==> config.mk <==
export PLATFORM = sky130hd
export DESIGN_NAME = spi_cfg_loader
export DESIGN_NICKNAME = d
export VERILOG_FILES = /design/src/rtl/spi_cfg_loader.sv
export SDC_FILE = /design/constraint.sdc
export NUM_CORES = 1
export LEC_CHECK = 0
export CAP_MARGIN = 20
export CORE_MARGIN = 1
export CORE_UTILIZATION = 40
export CTS_CLUSTER_DIAMETER = 150
export DETAILED_ROUTE_END_ITERATION = 10
export HOLD_SLACK_MARGIN = 0.05
export PLACE_DENSITY = 0.66
export SLEW_MARGIN = 20
export SYNTH_ARGS = -nofsm -noshare
export SYNTH_HDL_FRONTEND = slang
export SYNTH_SLANG_ARGS = --single-unit
==> constraint.sdc <==
create_clock -name clock_20 -period 2.5 [get_ports clock_20]
set_input_delay 0.375 -clock clock_20 [delete_from_list [all_inputs] [get_ports clock_20]]
set_output_delay 0.375 -clock clock_20 [all_outputs]
set_load 0.1 [all_outputs]
==> src/rtl/spi_cfg_loader.sv <==
// rtl/spi_cfg_loader.sv - shadow register table uploaded word-by-word over a 3-wire SPI link
module spi_cfg_loader #(
  parameter int ADDR_W   = 4,
  parameter int DATA_W   = 12,
  parameter int NUM_REGS = 16,
  parameter int CLK_DIV  = 2,
  parameter int GAP_CYC  = 4,
  parameter logic [NUM_REGS*DATA_W-1:0] DEFAULTS = {
    12'h0DB, 12'h6DB, 12'hADF, 12'hFB0, 12'h0F0, 12'h055, 12'h06B, 12'h04A,
    12'h1E1, 12'h000, 12'h000, 12'h002, 12'h0A0, 12'h000, 12'h000, 12'h028}
) (
  input  logic                          clock_20,
  input  logic                          reset_n,
  input  logic                          start,
  input  logic [$clog2(NUM_REGS)-1:0]   first_idx,
  input  logic [$clog2(NUM_REGS)-1:0]   last_idx,
  input  logic                          wr_en,
  input  logic [$clog2(NUM_REGS)-1:0]   wr_idx,
  input  logic [DATA_W-1:0]             wr_data,
  output logic                          busy,
  output logic                          done,
  output logic                          err,
  output logic                          spi_clk,
  output logic                          spi_en,
  output logic                          spi_dat
);

  localparam int IDX_W  = $clog2(NUM_REGS);
  localparam int WORD_W = ADDR_W + DATA_W;
  localparam int BIT_W  = $clog2(WORD_W);
  localparam int MAXC   = (CLK_DIV > GAP_CYC) ? CLK_DIV : GAP_CYC;
  localparam int CNT_W  = $clog2(MAXC + 1);
  localparam logic [IDX_W:0] NUM_REGS_C = (IDX_W+1)'(NUM_REGS);

  typedef enum logic [2:0] {IDLE, LEAD, SHIFT, TRAIL, GAP} state_t;

  state_t              state, state_next;
  logic [DATA_W-1:0]   regs [NUM_REGS];
  logic [WORD_W-1:0]   shreg;
  logic [CNT_W-1:0]    cnt;
  logic [BIT_W-1:0]    bit_cnt;
  logic [IDX_W-1:0]    cur_idx, last_q, load_idx;
  logic                hi, hi_next;
  logic                cnt_clr, load, shift, bit_inc, range_latch, done_set, err_set;
  logic                div_end, gap_end, range_ok, wr_ok;

  assign div_end  = (cnt == CNT_W'(CLK_DIV - 1));
  assign gap_end  = (cnt == CNT_W'(GAP_CYC - 1));
  assign range_ok = (first_idx <= last_idx) && ({1'b0, last_idx} < NUM_REGS_C);
  assign wr_ok    = ({1'b0, wr_idx} < NUM_REGS_C);
  assign load_idx = (state == IDLE) ? first_idx : cur_idx + IDX_W'(1);

  always_ff @(posedge clock_20 or negedge reset_n) begin
    if (!reset_n) state <= IDLE;
    else          state <= state_next;
  end

  // The last bit has no low phase of its own: TRAIL takes its place.
  always_comb begin
    state_next  = state;
    hi_next     = hi;
    cnt_clr     = 1'b0;
    load        = 1'b0;
    shift       = 1'b0;
    bit_inc     = 1'b0;
    range_latch = 1'b0;
    done_set    = 1'b0;
    err_set     = 1'b0;
    case (state)
      IDLE: if (start) begin
        if (range_ok) begin
          state_next  = LEAD;
          load        = 1'b1;
          range_latch = 1'b1;
          cnt_clr     = 1'b1;
        end else begin
          err_set = 1'b1;
        end
      end
      LEAD: if (div_end) begin
        state_next = SHIFT;
        cnt_clr    = 1'b1;
        hi_next    = 1'b1;
      end
      SHIFT: if (div_end) begin
        cnt_clr = 1'b1;
        if (hi) begin
          if (bit_cnt == BIT_W'(WORD_W - 1)) begin
            state_next = TRAIL;
          end else begin
            hi_next = 1'b0;
            shift   = 1'b1;
          end
        end else begin
          hi_next = 1'b1;
          bit_inc = 1'b1;
        end
      end
      TRAIL: if (div_end) begin
        state_next = GAP;
        cnt_clr    = 1'b1;
      end
      GAP: if (gap_end) begin
        cnt_clr = 1'b1;
        if (cur_idx < last_q) begin
          state_next = LEAD;
          load       = 1'b1;
        end else begin
          state_next = IDLE;
          done_set   = 1'b1;
        end
      end
      default: state_next = IDLE;
    endcase
  end

  always_ff @(posedge clock_20 or negedge reset_n) begin
    if (!reset_n) begin
      cnt     <= '0;
      hi      <= 1'b0;
      bit_cnt <= '0;
      shreg   <= '0;
      cur_idx <= '0;
      last_q  <= '0;
      done    <= 1'b0;
      err     <= 1'b0;
    end else begin
      done <= done_set;
      err  <= err_set;
      hi   <= hi_next;
      cnt  <= cnt_clr ? '0 : cnt + CNT_W'(1);
      if (range_latch) last_q <= last_idx;
      if (load) begin
        shreg   <= {ADDR_W'(load_idx), regs[load_idx]};
        cur_idx <= load_idx;
        bit_cnt <= '0;
      end else begin
        if (shift)   shreg   <= {shreg[WORD_W-2:0], 1'b0};
        if (bit_inc) bit_cnt <= bit_cnt + BIT_W'(1);
      end
    end
  end

  always_ff @(posedge clock_20 or negedge reset_n) begin
    if (!reset_n) begin
      for (int i = 0; i < NUM_REGS; i++) regs[i] <= DEFAULTS[i*DATA_W +: DATA_W];
    end else if (wr_en && wr_ok) begin
      regs[wr_idx] <= wr_data;
    end
  end

  assign busy    = (state != IDLE);
  assign spi_en  = !((state == LEAD) || (state == SHIFT) || (state == TRAIL));
  assign spi_clk = (state == SHIFT) && hi;
  assign spi_dat = ((state == LEAD) || (state == SHIFT)) ? shreg[WORD_W-1] : 1'b0;

endmodule
Word-level counts from Yosys, hierarchy flattened
Index checks and enable logic that the tools add are counted.
{"block": "totals", "wordCells": 113, "output_inout_bits": 6, "inputBits": 28, "register_bits": 229}
{"block": "classes", "mux": 50, "n_lt_le_gt_ge": 5, "eq_ne": 15, "n_reduce_logical": 13, "add_sub_neg": 3, "n_bitwise": 2}
{"operator": "bitwise mux 192 bit", "n": 1}
{"operator": "binary-select mux 12 bit (select 4 bit)", "n": 1}
{"operator": "demux 12 bit (select 4 bit)", "n": 1}
{"operator": "two-way mux 12 bit", "n": 3}
{"operator": "two-way mux 16 bit", "n": 2}
{"operator": "two-way mux 3 bit", "n": 9}
{"operator": "two-way mux 1 bit", "n": 26}
{"operator": "inequality test 2 bit, second input constant", "n": 8}
{"operator": "case mux 3 bit (5 select lines)", "n": 1}
{"operator": "two-way mux 4 bit", "n": 3}
{"operator": ">= comparator 5 bit, second input constant", "n": 2}
{"operator": "NOT 4 -> 5 bit", "n": 2}
{"operator": "== test 3 x 2 -> 1 bit, second input constant", "n": 3}
{"operator": "adder 4 x 1 -> 4 bit, second input constant", "n": 2}
{"operator": "AND reduction 8 bit", "n": 1}
{"operator": "== test 3 x 1 -> 1 bit, second input constant", "n": 2}
{"operator": "nonzero test 2 bit", "n": 3}
{"operator": "< comparator 5 x 1 -> 1 bit, second input constant", "n": 1}
{"operator": "== test 4 bit, second input constant", "n": 1}
{"operator": "<= comparator 4 bit", "n": 1}
{"operator": "< comparator 4 bit", "n": 1}
{"operator": "case mux 1 bit (2 select lines)", "n": 2}
{"operator": "adder 3 x 1 -> 3 bit, second input constant", "n": 1}
{"operator": "== test 3 bit, second input constant", "n": 1}
{"operator": "8 further kinds", "n": 10}

Longest topological paths before layout
Gate-level depths: netlist of the first run.
{"block": "depth", "word_depth": 7, "mapped_depth": 11, "ltp_nobuf": 9}

Worst setup path after synthesis of the first run
No wires, ideal clock.
{"block": "synth_path", "kind": "reg2out", "start": "register state[2]", "end": "output port spi_dat", "arrival_time_ns": 2.912, "path_buffers": 2, "slack_ns": -0.787, "path_stages_with_launch": 4, "path_cell_list": "dfrtp_1 buf_6 clkbuf_1 nor3b_1"}
{"block": "synth_via", "elab_chain_cells": 3}
{"element": "from (decl)", "line_no": "37", "rtl": "state_t state, state_next;"}
{"element": "from (signal assigned)", "line_no": "55", "rtl": "else state <= state_next;"}
{"element": "== test 3 x 1 -> 1 bit or == test 3 x 2 -> 1 bit (tied branches)", "line_no": "155", "rtl": "assign spi_dat = ((state == LEAD) || (state == SHIFT)) ? shreg[WORD_W-1] : 1'b0;"}
{"element": "logical OR 1 bit *", "line_no": "155"}
{"element": "two-way mux 1 bit *", "line_no": "155"}
{"element": "to (decl)", "line_no": "25", "rtl": "output logic spi_dat"}
Mark *: on every way between the ends. The rest lies on a longest branch, timed or not.

Final worst setup path of the first run
{"block": "layout_path", "start": "register state[0]", "end": "register shreg[11]"}
{"block": "layout_via", "elab_chain_cells": 7}
{"element": "zero test 3 bit", "line_no": "51, 69"}
{"element": "two-way mux 4 bit", "line_no": "51", "rtl": "assign load_idx = (state == IDLE) ? first_idx : cur_idx + IDX_W'(1);"}
{"element": "NOT 4 -> 5 bit (not written as such)", "line_no": "134", "rtl": "shreg <= {ADDR_W'(load_idx), regs[load_idx]};"}
{"element": "binary-select mux 12 bit (select 4 bit)", "line_no": "134"}
{"element": "two-way mux 12 bit (not written as such) (2 in series)", "line_no": "134"}
{"element": "two-way mux 16 bit", "line_no": "133", "rtl": "if (load) begin"}
{"element": "to (signal assigned)", "line_no": "134"}
{"element": "to (signal assigned)", "line_no": "138", "rtl": "if (shift) shreg <= {shreg[WORD_W-2:0], 1'b0};"}
{"element": "to (decl)", "line_no": "39", "rtl": "logic [WORD_W-1:0] shreg;"}
Parallel ways exist; a longest one is shown, timed or not. The select of a mux whose other input is x is not followed.
A chain may end at the register's enable or synchronous reset.

==> results of run 1 <==
cell usage after synthesis, drive strengths merged (2+ instances only):
cell	n
mux2	195
dfrtp	173
nand2	157
nand3	66
dfstp	56
clkbuf	47
nor2	42
a21oi	35
mux2i	32
a32oi	20
buf	20
ha	12
inv	12
o21ai	11
a311o	10
nand2b	9
a221oi	5
xor2	5
a211oi	4
nor3	4
o22ai	4
and2	3
nand4	3
nor2b	3
a211o	2
a21boi	2
and3	2
nand3b	2
nor3b	2
nor4	2
o31ai	2
or4	2
xnor2	2
placed cells by master (no fill, tap or decap), types with 2 or more instances in the layout:
master and n:
mux2_2 194, dfrtp_1 173, nand2_1 157, buf_4 69, nand3_1 66, dfstp_2 56, nor2_1 41, a21oi_1 34
mux2i_1 31, clkdlybuf4s50_1 26, clkbuf_16 25, a32oi_1 20, buf_12 14, ha_1 12, inv_1 11, o21ai_0 10
a311o_1 10, nand2b_1 9, clkbuf_1 9, clkbuf_8 7, xor2_1 5, a221oi_1 5, a211oi_1 4, o22ai_1 4
and2_1 3, nor2b_1 3, nor3_1 3, nand4_1 3, clkinv_2 3, xnor2_1 2, nand3b_1 2, and3_1 2
nor4_1 2, a211o_1 2, or4_1 2, a21boi_0 2
worst max-delay path by stage:
| stage | startpoint | endpoint | slack (ns) | cells after the start |
|---|---|---|---|---|
| floorplan | state[2] | shreg[6] | 0.06 | 9 |
| global placement | last_idx[1] | shreg[11] | -0.15 | 10 |
| detailed placement | last_idx[1] | shreg[11] | -0.17 | 10 |
| CTS | state[2] | shreg[6] | 0.04 | 10 |
| global route | state[2] | shreg[6] | 0.03 | 10 |
| finish | state[0] | shreg[11] | 0.17 | 8 |
cells by family after synthesis:
group | after synthesis | share of synthesized area, %
multiplexers | 227 | 23.01
flip-flops | 229 | 52.96
adder cells (fa/ha/maj) | 12 | 1.371
AND/OR/NAND/NOR | 298 | 11.85
XOR/XNOR | 7 | 0.5598
AO/OA/AOI/OAI | 109 | 7.278
buffers and inverters | 79 | 2.970
worst register-to-register path: stages, from the launching register on:
cell       delay, ns
dfrtp_1         0.41
nor3_4          0.17
buf_4           0.17
mux2_2          0.45
buf_4           0.22
nand2_1         0.13
a211oi_1        0.06
or4_1           0.51
o2111ai_1       0.12
final cells by class:
cell class	count	area, um^2
Tap cell	341	426.7
Sequential cell	229	5801
Clock buffer	41	755.7
Clock inverter	5	31.28
Multi-Input combinational cell	653	4875
Fill cell	2390	13860
Timing Repair Buffer	111	1084
Inverter	12	47.55
per-layer routing:
layer | GRT usage [%] | routed length [um]
met2 | 32.30 | 12650
met1 | 30.11 | 13320
met4 | 6.302 | 852
met3 | 2.836 | 1246
met5 | 0 | 8
repair_timing:
action / CTS / global route
resized for setup: 0 / 1
hold buffers: 1 / 0
endpoints found under the setup margin: 0 / 10
setup buffers: 0 / 2
endpoints found under the hold margin: 42 / 0
power groups by stage:
stage                     registers (uW)  clock network, uW  logic (uW)
after global placement              5380                  0        7540
after CTS                           5370               3610        7640
after floorplan                     5290                  0        4820
final                               5380               3530        7660
after global routing                5500               3760        8340
after detailed placement            5420                  0        7590
state kept, by name, indices dropped and copies added, names as in the netlist, 3 cells and up:
name and count:
state 3, shreg 16, last_q 4, cur_idx 4, regs 192, cnt 3, bit_cnt 4
stage by stage:
| stage | instances | hold WS (ns) | total power, uW | utilization [%] | TNS [ns] |
|---|---|---|---|---|---|
| floorplan | 961 | 0.07941 | 10110 | - | 0 |
| global placement | 1343 | 0.3321 | 12930 | 45.41 | -1.189 |
| detailed placement | 1343 | 0.3318 | 13010 | 45.41 | -1.203 |
| CTS | 1390 | 0.3797 | 16610 | 48.37 | 0 |
| global route | 1392 | 0.4025 | 17600 | 48.45 | 0 |
| finish | 1392 | 0.3702 | 16570 | 48.45 | 0 |
==> PnR_summary.wiki, run 1 <==
{| class="wikitable"
! Metric !! Value
|-
| Run status || complete, no violations
|-
| Floorplan core area || 26880 um^2
|-
| Clock tree from TritonCTS || built
|-
| Post-synth top area share || 39.53%
|-
| Top_reg_cell synth || dfrtp_1
|-
| Clock network fraction of design power || 21.3%
|-
| Number of nets at the end of the flow || 1072
|-
| Count of final setup violators || 0
|-
| R2R depth || 8
|-
| Count of final max-slew check failures || 0
|-
| Number of max-capacitance violations reported || 0
|-
| I/O pin count || 34
|-
| Weighted congestion at the end of routability-driven global placement || 0.8710
|-
| Max Fanout on Critical Path || 11
|-
| Cell at the slowest stage of the critical path || or4_1
|-
| Global-route wire length before repair || 45.48 mm
|-
| Clock net sink count || 229
|-
| Synth-to-Final Area Change || 18.89%
|-
| Worst Setup Path Type || flip-flop to flip-flop
|-
| Violation count after the first detailed-routing iteration || 516
|-
| Max Buffers Root-to-Sink || 3
|-
| Most area-consuming cells after synthesis || dfrtp_1 (40%), mux2_2 (20%), dfstp_2 (13%), nand2_1 (5.4%), nand3_1 (3.0%)
|-
| Number of antenna-violating nets in the routed design || 0
|-
| Maximum clock rate || 0.4288 GHz
|-
| EDFF count, synth || 0
|-
| Most frequent cell on the critical path || buf_4
|-
| Count of input and output buffers || 33
|-
| Effective utilization at floorplan || 40.75%
|-
| X dimension of the die || 167.5 um
|-
| Worst reg-to-reg setup slack || 0.17 ns
|-
| CTS clock-pin slew for the worst setup and hold paths || 0.06 ns
|-
| Drt wl/cell || 20.17 um
|-
| Tightest Pin Transition || 0.6424 ns
|-
| Logic gate share of total power || 46.2%
|-
| Number of cell rows || 60
|-
| Leakage power || 0.005642 uW
|-
| Delay of the slowest cell on the worst path || 0.51 ns
|-
| Crit Reg-Reg Endpoint || shreg[11]
|-
| Global router's overall resource usage || 20.77%
|-
| Cell area after synthesis || 10950 um^2
|-
| Later-pin clock latency in the skew report || 0.53 ns
|-
| RSZ-0062 raised after global routing || false
|-
| VDD IR-drop max || 0.7195 mV
|-
| Library cell with the largest summed area after synthesis || dfrtp_1
|-
| Cell chosen for the clock root || clkbuf_16
|-
| Detailed Route WL || 28.08 mm
|-
| Sw Pwr || 6462 uW
|-
| Data arrival time of the worst path || 2.76 ns
|-
| Dpl ws || -0.1736 ns
|-
| Number of distinct library cell variants in the gate-level netlist after synthesis || 56
|-
| HPWL after DPL || 18.04 mm
|-
| Endpoint type of the worst setup path || flip-flop
|-
| Max H-tree Level || 1
|-
| Worst setup margin || 0.1681 ns
|-
| Share of flip-flops with an asynchronous set or reset || 100.0%
|-
| Vias after detailed routing || 7750
|-
| Die height || 167.5 um
|-
| Total of flip-flops plus latches after synthesis || 229
|-
| Residual overflow from global routing || 0
|-
| Worst endpoint required time || 2.93 ns
|-
| Count of mapped cells out of synthesis || 961
|-
| Share of the yosys chip area belonging to registers || 52.96%
|-
| Number of nets in the synthesized netlist || 1001
|-
| Number of warnings printed during yosys synthesis || 0
|-
| Number of hold violations in the final report || 0
|-
| Design area || 13020 um^2
|-
| Number of global-route vias before repair || 7925
|-
| Number of buffers added by the clock tree synthesis step || 25
|-
| Post-synthesis area per instance || 11.40 um^2
|-
| Detailed-routing iteration count for the pre-antenna-repair pass || 4
|-
| Net Sw Frac || 39.01%
|-
| Cell type group with the largest total delay on the critical path || simple AND/OR/NAND/NOR gates
|-
| Buf/Inv on CP || 2
|-
| Die outline area || 28040 um^2
|-
| Crit-path cells || nor3_4 -> buf_4 -> mux2_2 -> buf_4 -> nand2_1 -> a211oi_1 -> or4_1 -> o2111ai_1
|-
| Ratio of total power to cell area || 1272 nW/um^2
|-
| Sequential group share of total power || 32.5%
|-
| Fraction of final layout cells sized beyond drive strength 1 || 36.54%
|-
| Final antenna diode count || 0
|-
| Path category of the worst min-delay check || input port to asynchronous set/reset pin
|-
| Internal power of the cells || 10110 uW
|-
| Worst slew margin relative to its limit || 57.04%
|-
| Period utilisation layout || 93.28%
|-
| DRC || 0
|-
| Initial antenna violation count || 1
|-
| DR vias/cell || 5.568
|-
| Final critical path time including I/O delays and setup || 2.332 ns
|-
| Final setup skew || 0.02142 ns
|-
| DP Area || 12200 um^2
|-
| Worst Setup Start Kind || flip-flop
|-
| Largest net degree at the start of global routing || 59
|-
| Start of the worst register-to-register path || state[0]
|}
Note: power is estimated with default switching activity, not from simulation.
==> inputs of run 2 (changes only) <==
--- a/config.mk
+++ b/config.mk
@@ -7,11 +7,12 @@
 export LEC_CHECK = 0
 export CAP_MARGIN = 20
 export CORE_MARGIN = 1
-export CORE_UTILIZATION = 40
+export CORE_UTILIZATION = 47
 export CTS_CLUSTER_DIAMETER = 150
 export DETAILED_ROUTE_END_ITERATION = 10
+export GPL_TIMING_DRIVEN = 0
 export HOLD_SLACK_MARGIN = 0.05
-export PLACE_DENSITY = 0.66
+export PLACE_DENSITY = 0.74
 export SLEW_MARGIN = 20
 export SYNTH_ARGS = -nofsm -noshare
 export SYNTH_HDL_FRONTEND = slang
==> run 2 against run 1 <==
Global-route usage grew 3.0 points. Worst setup slack lost 0.16 ns. Core utilization grew 7.7 points. Count of clock-buffer cells in the layout shrank 2. Sequential power is essentially flat. Register-to-register slack lost 0.16 ns. Routed wire length shrank 2.1%. Sequential cell count is the same. Via count grew 1.2%. Power shrank 0.67%. Clock power is essentially flat. Sequential share of layout area grew 0.82 points. Critical path type unchanged.
==> PnR_summary.wiki, run 2 (synthesized netlist as in run 1, its figures left out) <==
{| class="wikitable"
! Metric !! Value
|-
| Run status || complete, no violations
|-
| Worst Setup Path Type || flip-flop to flip-flop
|-
| Vias after detailed routing || 7845 (+1.2%)
|-
| Global-route met1 utilization || 33.22% (+3.1 points)
|-
| Die height || 154.7 um (-7.7%)
|-
| Number of global-route vias before repair || 7808 (-1.5%)
|-
| VDD IR-drop max || 0.6674 mV (-7.2%)
|-
| Residual overflow from global routing || 0 (unchanged)
|-
| Worst reg-to-reg setup slack || 0.01 ns (-0.16 ns)
|-
| Maximum clock rate || 0.4016 GHz (-6.4%)
|-
| Effective utilization at floorplan || 48.08% (+7.3 points)
|-
| R2R depth || 9 (+1)
|-
| DR vias/cell || 5.760 (+3.5%)
|-
| X dimension of the die || 154.7 um (-7.7%)
|-
| Number of buffers added by the clock tree synthesis step || 24 (-4.0%)
|-
| Period utilisation layout || 99.61% (+6.3 points)
|-
| Worst slew margin relative to its limit || 36.02% (-21 points)
|-
| I/O pin count || 34 (unchanged)
|-
| Number of antenna-violating nets in the routed design || 0 (unchanged)
|-
| Largest registers || regs x192, shreg x16
|-
| Met2 track demand over resource || 38.18% (+5.9 points)
|-
| Final critical path time including I/O delays and setup || 2.490 ns (+0.1584 ns)
|-
| Max Fanout on Critical Path || 8 (-3)
|-
| Tightest Pin Transition || 0.9567 ns (+0.3143 ns)
|-
| Count of final max-slew check failures || 0 (unchanged)
|-
| Count of input and output buffers || 33 (unchanged)
|-
| Initial antenna violation count || 0 (-1)
|-
| Number of hold violations in the final report || 0 (unchanged)
|-
| Fraction of final layout cells sized beyond drive strength 1 || 34.03% (-2.5 points)
|-
| Ratio of total power to cell area || 1287 nW/um^2 (+1.2%)
|-
| DP Area || 11750 um^2 (-3.7%)
|-
| Crit Reg-Reg Endpoint || shreg[11]
|-
| Register containing the most flip-flops in the final layout || regs
|-
| Floorplan core area || 22780 um^2 (-15%)
|-
| Total Power Consumption || 16460 uW (-0.67%)
|-
| Met3 capacity usage during global routing || 3.446% (+0.61 points)
|-
| Violation count after the first detailed-routing iteration || 540 (+4.7%)
|-
| Max H-tree Level || 1 (unchanged)
|-
| HPWL after DPL || 18.92 mm (+4.9%)
|-
| Largest net degree at the start of global routing || 93 (+58%)
|-
| Endpoint type of the worst setup path || flip-flop
|-
| Data arrival time of the worst path || 2.92 ns (+0.16 ns)
|-
| Number of flip-flops under the largest register name || 192 (unchanged)
|-
| Drt wl/cell || 20.17 um (about the same)
|-
| Clock net sink count || 229 (unchanged)
|-
| Leakage power || 0.005467 uW (-3.1%)
|-
| Number of nets at the end of the flow || 1072 (unchanged)
|-
| Final setup skew || 0.009117 ns (-0.01230 ns)
|-
| Synth-to-Final Area Change || 16.73%
|-
| DRC || 0 (unchanged)
|-
| Number of cell rows || 55 (-8.3%)
|-
| Count of final setup violators || 0 (unchanged)
|-
| Worst Setup Start Kind || flip-flop
|-
| Number of max-capacitance violations reported || 0 (unchanged)
|-
| Later-pin clock latency in the skew report || 0.52 ns (about the same)
|-
| Max Buffers Root-to-Sink || 3 (unchanged)
|-
| Final antenna diode count || 0 (unchanged)
|-
| Die outline area || 23920 um^2 (-15%)
|-
| Path category of the worst min-delay check || input port to asynchronous set/reset pin
|-
| Filler cell count in the final layout || 1895 (-21%)
|-
| Design area || 12780 um^2 (-1.8%)
|-
| RSZ-0062 raised after global routing || true
|-
| Most Used Layer, Global Route || met2
|-
| CTS clock-pin slew for the worst setup and hold paths || 0.06 ns (about the same)
|-
| Weighted congestion at the end of routability-driven global placement || 0.8874 (+1.9%)
|-
| Global router's overall resource usage || 23.72% (+3.0 points)
|-
| Detailed Route WL || 27.48 mm (-2.1%)
|-
| Start of the worst register-to-register path || state[2]
|-
| Worst endpoint required time || 2.93 ns (about the same)
|-
| Detailed-routing iteration count for the pre-antenna-repair pass || 5 (+1)
|-
| Cell chosen for the clock root || clkbuf_16
|-
| Commonest non-fill, non-tap cells in the layout || mux2_2 (194), dfrtp_1 (173), nand2_1 (157), nand3_1 (66), dfstp_2 (56)
|-
| Clock tree from TritonCTS || built
|-
| Most common cell after layout, fill and taps aside || mux2_2
|-
| Global-route wire length before repair || 43.98 mm (-3.3%)
|}
-- run 2: changes by cell type in the layout (fill, tap and decap cells not counted), moves of 3 or more --
cell      before  now
buf_1          0    5
buf_12        14    1
buf_2          0    9
buf_4         69   12
buf_6          0    5
clkbuf_1       9   38
clkbuf_2       0   11
clkbuf_4       0    6
mux2i_1       31   28
mux2i_2        0    3
-- run 2: cell type report --
cell class	instances	area, um^2	area share [%]
flip-flops and latches	229	5801	45.38
multi-input cells	654	4957	38.78
inverters	12	47.55	0.3719
well taps	313	391.6	3.064
clock inverters	4	48.80	0.3817
clock buffers	39	728.2	5.696
repair buffers	44	461.7	3.612
plain buffers	67	347.8	2.721
-- run 2: stage by stage --
step	util (%)	hold slack (ns)	worst slack [ns]	TNS, ns	instances
2_1_floorplan	-	0.07941	0.06208	0	961
3_3_place_gp	51.32	0.4542	-8.566	-1806.09	1307
3_5_place_dp	51.58	0.3572	-0.8423	-17.47	1309
4_1_cts	55.74	0.4125	-0.04950	-0.07105	1358
5_1_grt	56.12	0.4420	-0.04507	-0.05482	1362
6_report	56.12	0.3927	0.009728	0	1362
-- run 2: how the worst max path moves through the flow --
stage	startpoint	endpoint	slack (ns)	cells past startpoint
floorplan	state[2]	shreg[6]	0.06	9
global placement	reset_n	regs[160]	-8.57	1
detailed placement	last_idx[3]	shreg[1]	-0.84	11
CTS	state[0]	shreg[11]	-0.05	9
global route	state[2]	shreg[11]	-0.05	9
finish	state[2]	shreg[11]	0.01	9
-- run 2: worst max-delay path: stages (launching register included) --
cell and delay [ns]:
dfrtp_1 0.37, buf_6 0.14, nor3_4 0.29, buf_6 0.17, mux2i_4 0.34, a211oi_1 0.10
a21oi_1 0.20, a2bb2o_4 0.23, or4_1 0.43, o2111ai_1 0.12
-- run 2: timing repair --
action                                 in CTS  in global routing
resized for setup                          53                 26
endpoints found under the hold margin      39                  0
setup endpoints to repair                  16                 15
hold buffers                                1                  0
buffers inserted                            4                  4
gates cloned                                1                  0
pin swaps                                   2                  2
-- run 2: power breakdown --
part / switching (uW) / internal [uW]
sequential: 549 / 4840
combinational: 4580 / 2940
clock: 1460 / 2090
total: 6590 / 9870
-- run 2: layer usage --
metal / share of wire, % / up-vias
met5: 0 / -
met4: 2.9 / 0
met3: 5.8 / 52
met2: 47 / 241
met1: 44 / 3996
li1: - / 3556
